$ cat src/rtl/mu_sweep_pkg.sv
// mu_sweep_pkg: shared definitions for the delay-code sweep sequencer.
//   - state_e       : sequencer FSM states
//   - REG_*         : register offsets decoded from wb adr[4:2]
//   - CTRL_*/STAT_* : bit positions inside CTRL and STATUS
//   - pack_entry()  : result FIFO entry layout {code[31:16], hits[15:0]}
package mu_sweep_pkg;

  typedef enum logic [2:0] {
    S_IDLE,
    S_SETTLE,
    S_REQ,
    S_ACC,
    S_PUSH,
    S_DONE
  } state_e;

  localparam logic [2:0] REG_CTRL   = 3'd0;
  localparam logic [2:0] REG_STATUS = 3'd1;
  localparam logic [2:0] REG_RANGE  = 3'd2;
  localparam logic [2:0] REG_CFG    = 3'd3;
  localparam logic [2:0] REG_FIFO   = 3'd4;

  localparam int CTRL_START   = 0;
  localparam int CTRL_ABORT   = 1;
  localparam int CTRL_IRQ_EN  = 2;

  localparam int STAT_BUSY    = 0;
  localparam int STAT_EMPTY   = 1;
  localparam int STAT_FULL    = 2;
  localparam int STAT_DONE    = 3;
  localparam int STAT_CNT_LSB = 8;

  // Code is zero-extended by the caller, so a 10-bit code lands in [25:16].
  function automatic logic [31:0] pack_entry(input logic [15:0] code,
                                             input logic [15:0] hits);
    return {code, hits};
  endfunction

endpackage

$ cat src/rtl/mu_sweep_if.sv
// mu_sweep_if: Wishbone classic bus bundle for the sweep sequencer.
//   master drives cyc, stb, we, adr (byte address), dat_w, sel
//   slave  drives dat_r, ack, stall, err
interface mu_sweep_if;
  logic        cyc;
  logic        stb;
  logic        we;
  logic [31:0] adr;
  logic [31:0] dat_w;
  logic [3:0]  sel;
  logic [31:0] dat_r;
  logic        ack;
  logic        stall;
  logic        err;

  modport master (output cyc, stb, we, adr, dat_w, sel,
                  input  dat_r, ack, stall, err);
  modport slave  (input  cyc, stb, we, adr, dat_w, sel,
                  output dat_r, ack, stall, err);
endinterface

$ cat src/rtl/mu_sweep_fifo.sv
// mu_sweep_fifo: synchronous FIFO with occupancy count.
//   clk_i, rst_i (sync, active-high) ; push_i/din_i write ; pop_i reads
//   dout_o shows the head entry ; full_o, empty_o, count_o status.
// Push while full and pop while empty are dropped; push and pop in the
// same cycle are both performed. DEPTH must be a power of 2, >= 2.
module mu_sweep_fifo #(
  parameter int WIDTH = 32,
  parameter int DEPTH = 16,
  localparam int AW   = $clog2(DEPTH)
) (
  input  logic             clk_i,
  input  logic             rst_i,
  input  logic             push_i,
  input  logic             pop_i,
  input  logic [WIDTH-1:0] din_i,
  output logic [WIDTH-1:0] dout_o,
  output logic             full_o,
  output logic             empty_o,
  output logic [AW:0]      count_o
);
  logic [WIDTH-1:0] mem_q [DEPTH];
  logic [AW-1:0]    wr_ptr_q, rd_ptr_q;
  logic [AW:0]      count_q;
  logic             do_push, do_pop;

  assign full_o  = (count_q == (AW+1)'(DEPTH));
  assign empty_o = (count_q == '0);
  assign count_o = count_q;
  assign dout_o  = mem_q[rd_ptr_q];
  assign do_push = push_i & ~full_o;
  assign do_pop  = pop_i & ~empty_o;

  always_ff @(posedge clk_i) begin
    if (rst_i) begin
      wr_ptr_q <= '0;
      rd_ptr_q <= '0;
      count_q  <= '0;
    end else begin
      if (do_push) wr_ptr_q <= wr_ptr_q + AW'(1);
      if (do_pop)  rd_ptr_q <= rd_ptr_q + AW'(1);
      case ({do_push, do_pop})
        2'b10:   count_q <= count_q + (AW+1)'(1);
        2'b01:   count_q <= count_q - (AW+1)'(1);
        default: ;
      endcase
    end
  end

  // Storage needs no reset; pointers/count define validity.
  always_ff @(posedge clk_i) begin
    if (do_push) mem_q[wr_ptr_q] <= din_i;
  end

endmodule

$ cat src/rtl/mu_sweep_ctrl.sv
// mu_sweep_ctrl: Wishbone-slave sequencer that sweeps the measure unit's
// delay code from start to stop, takes reps measurements per point, counts
// comparator hits and queues {code, hits} in a result FIFO.
// Ports:
//   wb_clk_i, wb_rst_i (sync, active-high)
//   wb            : mu_sweep_if.slave (cyc/stb/we/adr/dat_w/sel -> dat_r/ack,
//                   stall and err tied 0); only adr[4:2] decoded, sel ignored
//   delay_code_o  : current sweep code
//   meas_req_o    : request one strobe+compare; meas_done_i/meas_hit_i reply
//   busy_o        : sweep in progress ; irq_o : level interrupt
// Build option: define MU_SWEEP_IRQ_EN to enable CTRL.IRQ_EN and irq_o;
// otherwise irq_o is 0 and CTRL bit2 is read-as-zero.
module mu_sweep_ctrl
  import mu_sweep_pkg::*;
#(
  parameter int CODE_W        = 10,
  parameter int FIFO_DEPTH    = 16,
  parameter int SETTLE_CYCLES = 8
) (
  input  logic              wb_clk_i,
  input  logic              wb_rst_i,
  mu_sweep_if.slave         wb,
  output logic [CODE_W-1:0] delay_code_o,
  output logic              meas_req_o,
  input  logic              meas_done_i,
  input  logic              meas_hit_i,
  output logic              busy_o,
  output logic              irq_o
);
  localparam int CNT_W = $clog2(FIFO_DEPTH) + 1;
  localparam int SET_W = (SETTLE_CYCLES > 1) ? $clog2(SETTLE_CYCLES) : 1;
  localparam logic [SET_W-1:0] SETTLE_LAST = SET_W'(SETTLE_CYCLES - 1);

  // bus side
  logic        ack_q;
  logic [31:0] dat_q, rdata, ctrl_rd;
  logic        acc, wr, rd;
  logic [2:0]  reg_sel;
  logic        start_cmd, abort_cmd;
  logic        start_pend_q, abort_pend_q, done_q;
  logic [CODE_W-1:0] start_code_q, stop_code_q, step_q, step_eff;
  logic [15:0] reps_q, reps_eff;

  // sequencer
  state_e            state_q, state_d;
  logic [CODE_W-1:0] code_q, code_d;
  logic [15:0]       hits_q, hits_d, rep_q, rep_d;
  logic [SET_W-1:0]  set_q, set_d;
  logic [CODE_W:0]   next_code;

  // fifo
  logic             f_push, f_pop, f_full, f_empty;
  logic [31:0]      f_din, f_dout;
  logic [CNT_W-1:0] f_count;

  logic unused_ok;
  assign unused_ok = ^{wb.sel, wb.adr, wb.dat_w};

  // A new access is accepted only while ack is low, so each access takes
  // two cycles and ack is a single-cycle pulse.
  assign acc     = wb.cyc & wb.stb & ~ack_q;
  assign wr      = acc & wb.we;
  assign rd      = acc & ~wb.we;
  assign reg_sel = wb.adr[4:2];

  assign start_cmd = wr && (reg_sel == REG_CTRL) && wb.dat_w[CTRL_START];
  assign abort_cmd = wr && (reg_sel == REG_CTRL) && wb.dat_w[CTRL_ABORT];

  assign wb.ack   = ack_q;
  assign wb.dat_r = dat_q;
  assign wb.stall = 1'b0;
  assign wb.err   = 1'b0;

  assign step_eff  = (step_q == '0) ? CODE_W'(1) : step_q;
  assign reps_eff  = (reps_q == '0) ? 16'd1 : reps_q;
  // One extra bit so a step past the top of the code range cannot wrap.
  assign next_code = {1'b0, code_q} + {1'b0, step_eff};

  assign busy_o       = (state_q != S_IDLE);
  assign meas_req_o   = (state_q == S_REQ);
  assign delay_code_o = code_q;

`ifdef MU_SWEEP_IRQ_EN
  logic irq_en_q;
  always_ff @(posedge wb_clk_i) begin
    if (wb_rst_i)                        irq_en_q <= 1'b0;
    else if (wr && reg_sel == REG_CTRL)  irq_en_q <= wb.dat_w[CTRL_IRQ_EN];
  end
  assign irq_o   = irq_en_q & (done_q | f_full);
  assign ctrl_rd = 32'(irq_en_q) << CTRL_IRQ_EN;
`else
  assign irq_o   = 1'b0;
  assign ctrl_rd = '0;
`endif

  always_comb begin
    rdata = '0;
    case (reg_sel)
      REG_CTRL: rdata = ctrl_rd;
      REG_STATUS: begin
        rdata[STAT_BUSY]            = busy_o;
        rdata[STAT_EMPTY]           = f_empty;
        rdata[STAT_FULL]            = f_full;
        rdata[STAT_DONE]            = done_q;
        rdata[STAT_CNT_LSB +: 8]    = 8'(f_count);
      end
      REG_RANGE: rdata = 32'(start_code_q) | (32'(stop_code_q) << 16);
      REG_CFG:   rdata = 32'(step_q) | {reps_q, 16'h0000};
      REG_FIFO:  rdata = f_empty ? '0 : f_dout;
      default:   ;
    endcase
  end

  assign f_pop = rd && (reg_sel == REG_FIFO) && !f_empty;

  always_ff @(posedge wb_clk_i) begin
    if (wb_rst_i) begin
      ack_q        <= 1'b0;
      dat_q        <= '0;
      start_pend_q <= 1'b0;
      abort_pend_q <= 1'b0;
      done_q       <= 1'b0;
      start_code_q <= '0;
      stop_code_q  <= '0;
      step_q       <= '0;
      reps_q       <= '0;
    end else begin
      ack_q        <= acc;
      dat_q        <= rd ? rdata : '0;
      // Commands act one cycle after the ack edge; abort beats start.
      start_pend_q <= start_cmd & ~abort_cmd;
      abort_pend_q <= abort_cmd;
      if (wr && reg_sel == REG_RANGE) begin
        start_code_q <= wb.dat_w[CODE_W-1:0];
        stop_code_q  <= wb.dat_w[16 +: CODE_W];
      end
      if (wr && reg_sel == REG_CFG) begin
        step_q <= wb.dat_w[CODE_W-1:0];
        reps_q <= wb.dat_w[31:16];
      end
      if (state_q == S_DONE && !abort_pend_q)
        done_q <= 1'b1;
      else if (wr && reg_sel == REG_STATUS && wb.dat_w[STAT_DONE])
        done_q <= 1'b0;
    end
  end

  always_ff @(posedge wb_clk_i) begin
    if (wb_rst_i) begin
      state_q <= S_IDLE;
      code_q  <= '0;
      hits_q  <= '0;
      rep_q   <= '0;
      set_q   <= '0;
    end else begin
      state_q <= state_d;
      code_q  <= code_d;
      hits_q  <= hits_d;
      rep_q   <= rep_d;
      set_q   <= set_d;
    end
  end

  always_comb begin
    state_d = state_q;
    code_d  = code_q;
    hits_d  = hits_q;
    rep_d   = rep_q;
    set_d   = set_q;
    f_push  = 1'b0;
    if (abort_pend_q) begin
      state_d = S_IDLE;
    end else begin
      case (state_q)
        S_IDLE: begin
          if (start_pend_q) begin
            if (start_code_q <= stop_code_q) begin
              code_d  = start_code_q;
              hits_d  = '0;
              rep_d   = '0;
              set_d   = '0;
              state_d = S_SETTLE;
            end else begin
              state_d = S_DONE;
            end
          end
        end
        S_SETTLE: begin
          if (set_q == SETTLE_LAST) state_d = S_REQ;
          else                      set_d   = set_q + SET_W'(1);
        end
        S_REQ: begin
          if (meas_done_i) begin
            hits_d  = hits_q + 16'(meas_hit_i);
            rep_d   = rep_q + 16'd1;
            state_d = S_ACC;
          end
        end
        S_ACC: state_d = (rep_q < reps_eff) ? S_REQ : S_PUSH;
        S_PUSH: begin
          if (!f_full) begin
            f_push = 1'b1;
            if (next_code > {1'b0, stop_code_q}) begin
              state_d = S_DONE;
            end else begin
              code_d  = next_code[CODE_W-1:0];
              hits_d  = '0;
              rep_d   = '0;
              set_d   = '0;
              state_d = S_SETTLE;
            end
          end
        end
        S_DONE:  state_d = S_IDLE;
        default: state_d = S_IDLE;
      endcase
    end
  end

  assign f_din = pack_entry(16'(code_q), hits_q);

  mu_sweep_fifo #(
    .WIDTH (32),
    .DEPTH (FIFO_DEPTH)
  ) u_fifo (
    .clk_i   (wb_clk_i),
    .rst_i   (wb_rst_i),
    .push_i  (f_push),
    .pop_i   (f_pop),
    .din_i   (f_din),
    .dout_o  (f_dout),
    .full_o  (f_full),
    .empty_o (f_empty),
    .count_o (f_count)
  );

endmodule

$ cat src/flat_wrapper.sv
// flat-port wrapper written by rule: the top's interface ports become plain ports
module mu_sweep_ctrl_flat import mu_sweep_pkg::*;
#(
  parameter int CODE_W        = 10,
  parameter int FIFO_DEPTH    = 16,
  parameter int SETTLE_CYCLES = 8
)
  (wb_clk_i, wb_rst_i, delay_code_o, meas_req_o, meas_done_i, meas_hit_i, busy_o, irq_o, wb_cyc, wb_stb, wb_we, wb_adr, wb_dat_w, wb_sel, wb_dat_r, wb_ack, wb_stall, wb_err);
  mu_sweep_if wb_i ();
  input  logic wb_clk_i;
  input  logic wb_rst_i;
  output logic [CODE_W-1:0] delay_code_o;
  output logic meas_req_o;
  input  logic meas_done_i;
  input  logic meas_hit_i;
  output logic busy_o;
  output logic irq_o;
  input wire logic [$bits(wb_i.cyc)-1:0] wb_cyc;
  input wire logic [$bits(wb_i.stb)-1:0] wb_stb;
  input wire logic [$bits(wb_i.we)-1:0] wb_we;
  input wire logic [$bits(wb_i.adr)-1:0] wb_adr;
  input wire logic [$bits(wb_i.dat_w)-1:0] wb_dat_w;
  input wire logic [$bits(wb_i.sel)-1:0] wb_sel;
  output wire logic [$bits(wb_i.dat_r)-1:0] wb_dat_r;
  output wire logic [$bits(wb_i.ack)-1:0] wb_ack;
  output wire logic [$bits(wb_i.stall)-1:0] wb_stall;
  output wire logic [$bits(wb_i.err)-1:0] wb_err;
  assign wb_i.cyc = wb_cyc;
  assign wb_i.stb = wb_stb;
  assign wb_i.we = wb_we;
  assign wb_i.adr = wb_adr;
  assign wb_i.dat_w = wb_dat_w;
  assign wb_i.sel = wb_sel;
  assign wb_dat_r = wb_i.dat_r;
  assign wb_ack = wb_i.ack;
  assign wb_stall = wb_i.stall;
  assign wb_err = wb_i.err;
  mu_sweep_ctrl #(.CODE_W(CODE_W), .FIFO_DEPTH(FIFO_DEPTH), .SETTLE_CYCLES(SETTLE_CYCLES)) u_core (.wb_clk_i(wb_clk_i), .wb_rst_i(wb_rst_i), .wb(wb_i), .delay_code_o(delay_code_o), .meas_req_o(meas_req_o), .meas_done_i(meas_done_i), .meas_hit_i(meas_hit_i), .busy_o(busy_o), .irq_o(irq_o));
endmodule
$ cat config.mk
export PLATFORM = sky130hd
export DESIGN_NAME = mu_sweep_ctrl_flat
export DESIGN_NICKNAME = d
export VERILOG_FILES = /design/src/rtl/mu_sweep_pkg.sv /design/src/rtl/mu_sweep_if.sv /design/src/rtl/mu_sweep_fifo.sv /design/src/rtl/mu_sweep_ctrl.sv /design/src/flat_wrapper.sv
export SDC_FILE = /design/constraint.sdc
export NUM_CORES = 1
export LEC_CHECK = 0
export CELL_PAD_IN_SITES_DETAIL_PLACEMENT = 0
export CELL_PAD_IN_SITES_GLOBAL_PLACEMENT = 1
export CORE_ASPECT_RATIO = 1.1
export CORE_MARGIN = 2
export CORE_UTILIZATION = 48
export DETAILED_ROUTE_END_ITERATION = 7
export HOLD_SLACK_MARGIN = 0.1
export PLACE_DENSITY_LB_ADDON = 0.15
export SLEW_MARGIN = 20
export SYNTH_ARGS = -nofsm -noshare
export SYNTH_HDL_FRONTEND = slang
export SYNTH_SLANG_ARGS = --single-unit
$ cat constraint.sdc
create_clock -name wb_clk_i -period 8.6 [get_ports wb_clk_i]
set_input_delay 1.72 -clock wb_clk_i [delete_from_list [all_inputs] [get_ports wb_clk_i]]
set_output_delay 1.72 -clock wb_clk_i [all_outputs]
set_load 0.03 [all_outputs]
==> out/qor.yml <==
status: "complete, no violations"
placed_cell_area_um2: 25300
avgViaCountPerCell: 5.87
synth_cells: 1538
slowest_stage: "nor3_2"
grt_max_degree: 58
ant_nets: 0
cp_slowest_stage_delay_ps: 790
num_antenna_cells: 0
maxCapViolCount: 0
grt_first_pass_wirelength_mm: 85.7
post_cts_buffers: 0
worstPathMaxFanout: 27
ctsResizeCount: 0
nNetsFinal: 1752
critPathBufInv: 3
crit_type: "input port to register"
cts_tree: "done"
root_buffer: "clkbuf_16"
cp_cell_sequence: "clkdlybuf4s50_1, buf_4, nor2_1, o211ai_1, nor3_2, ha_1, inv_1, fa_1, nor2b_1, o21ai_0, and3_1, nor3_1, xnor2_1, nor2_1"
rsz0062_at_grt: "no"
ys_seq_area_share_pct: 65.0
h-tree-depth: 2
grt_overflow_total: 0
ys_types: 79
placeableCoreArea_um2: 48900
finalSetupViolCount: 0
gp_congestion: 0.827
fill_cells: 3933
async_flop_share_pct: 0
die_w_um: 216
routed_wl_mm: 57.0
io_buffers: 80
grt_pass1_vias: 13800
synth.area.top_cells: "edfxtp_1 (53%), dfxtp_1 (12%), mux4_2 (12%)"
syn_avg_cell_area_um2: 15.4
clk_pin_slew_worst_paths_ps: 60
peakVddDrop_uv: 156
drv_slew: 0
wl_per_cell_um: 24.6
placementRows: 85
cp.required_ps: 9080
fin_skew_ps: 16.5
clkLatencyLatePin_ps: 620
ys.flop_type: "edfxtp_1"
initial_utilization_pct: 48.5
synth-seq-cells: 563
grtUsageTotal_pct: 22.5
ctsHoldBuffers: 0
crit_path_end_kind: "register"
ys.warnings.count: 0
clk_path_buf_depth: 3
first_iter_violations: 1078
synth_area_um2: 23800
die_y_um: 237
hold_viol: 0
critPathArrivalTime_ps: 5350
synth_top_area_cell: "edfxtp_1"
cp_common_cell: "nor2_1"
area_delta_synth_final_pct: 14.1
startpoint_type: "input port"
tightest_slew_ps: 1080
cp_top_family: "simple AND/OR/NAND/NOR gates"
tns_ps: 0
synth-edff-count: 416
p_leak_nw: 8.45
drcViolationCount: 0
hold_ws_ps: 466
fmax_mhz: 205
maxSlewHeadroom_pct: 28.1
hpwl_mm: 35.0
drt_pass1_iterations: 5
finalPower_mw: 5.31
power.density_nw_per_um2: 196
period_minus_slack_ps: 4880
die_area_um2: 51300
num_vias: 13600
cts_sinks: 563
period_share_pct: 56.7
final_area_um2: 27100
cts_buffers: 56
netlist.area_leader.share_pct: 52.6
hp-class: "register to register"
antenna_found_initial: 1
drive_above_1_share_pct: 17.3
num_io_pins: 123
utilization_pct: 55.4
cells by family (layout without fill, tap and decap cells):
logic type      count (synthesis)  count (layout)  share of synthesized area, %
flops                         563             563                          65.0
simple gates                  339             339                          6.81
compound gates                218             218                          6.69
mux                           186             186                          14.7
buf+inv                       153             276                          2.88
fa+ha+maj                      61              61                          3.28
xor+xnor                       17              17                         0.627
other cells                     1               3                        0.0158
cell usage in the layout (no fill, tap or decap), types with 16 or more instances in the layout:
cell / count
edfxtp_1: 416
dfxtp_1: 144
mux4_2: 130
nand2_1: 100
nor2_1: 87
clkdlybuf4s50_1: 79
inv_1: 61
ha_1: 59
a21oi_1: 58
clkbuf_16: 57
mux2i_1: 50
buf_4: 27
nor3_1: 21
nand3_1: 20
o22a_1: 20
a311oi_1: 17
o21ai_0: 16
cells in the mapped netlist, types with 6 or more instances:
master and number:
and3_1 13, o21ai_0 16, o21ai_1 7, xor2_1 8, mux4_2 130, a31oi_1 6
edfxtp_1 416, buf_2 18, a21o_1 7, nor3_1 26, a311oi_1 17, nand2b_1 14
nor2_1 99, nand3_1 20, buf_6 8, a22oi_1 9, xnor2_1 9, nand4_1 14
buf_4 7, dfxtp_1 147, inv_1 61, a21oi_1 58, mux2i_1 50, nor2b_1 6
o211ai_1 10, a41oi_1 9, nand2_1 100, and2_1 13, o22a_1 20, a221oi_1 8
ha_1 59, clkbuf_1 56
tightest hold or removal path, cell delays in order (launching register included):
cell     delay (ps)
dfxtp_1         310
nand2_1          50
a21oi_1          50
final timing paths:
kind | startpoint | endpoint | slack, ps | cells past startpoint
worst min register to register | u_core.start_code_q[0]$_SDFFE_PP0P_ | u_core.start_code_q[0]$_SDFFE_PP0P_ | 470 | 2
worst min-delay path | u_core.start_code_q[0]$_SDFFE_PP0P_ | u_core.start_code_q[0]$_SDFFE_PP0P_ | 470 | 2
worst max-delay path | wb_adr[2] | u_core.u_fifo.count_o[4]$_SDFFE_PP0P_ | 3720 | 14
worst max register to register | u_core.step_q[7]$_SDFFE_PP0P_ | u_core.rep_q[4]$_SDFFE_PP0P_ | 4130 | 16
registers in the layout, indices dropped and copies added, names as in the netlist, 3 cells and up, named ones only:
name                    count
u_core.u_fifo.mem_q       416
u_core.hits_q              16
u_core.u_fifo.rd_ptr_q      4
u_core.delay_code_o        10
u_core.step_q              10
u_core.rep_q               16
u_core.u_fifo.wr_ptr_q      4
u_core.start_code_q        10
u_core.wb.dat_r            32
u_core.stop_code_q         10
u_core.state_q              3
u_core.u_fifo.count_o       5
u_core.reps_q              16
u_core.set_q                3
layout make-up:
| class | instances | area, um2 | share of cell area [%] |
|---|---|---|---|
| clock buffers | 71 | 1500 | 5.53 |
| clock inverters | 34 | 263 | 0.969 |
| inverters | 61 | 229 | 0.845 |
| multi-input cells | 824 | 7780 | 28.7 |
| flip-flops and latches | 563 | 15400 | 57.0 |
| well taps | 652 | 816 | 3.01 |
| repair buffers | 110 | 1070 | 3.96 |
per-stage QoR:
| stage | std cells | setup slack [ps] |
|---|---|---|
| after floorplan | 1540 | 4320 |
| after global placement | 2206 | 3230 |
| after detailed placement | 2208 | 3130 |
| after CTS | 2313 | 3790 |
| after global routing | 2315 | 3490 |
| final | 2315 | 3720 |
metal layers:
layer	up-vias	GRT usage, %	routed length [um]
met5	-	0	0
met4	0	7.62	1790
met3	102	3.77	3010
met2	376	37.1	27700
met1	6964	30.5	24500
li1	6145	-	-
power by group:
part,switching (mW),internal [mW],leakage (nW),total (mW)
clock network,1.04,1.30,0.856,2.35
registers,0.00294,2.88,4.79,2.88
logic,0.0493,0.0310,2.80,0.0803
total,1.10,4.21,8.45,5.31
No activity file was read; power rests on OpenSTA's default activity.
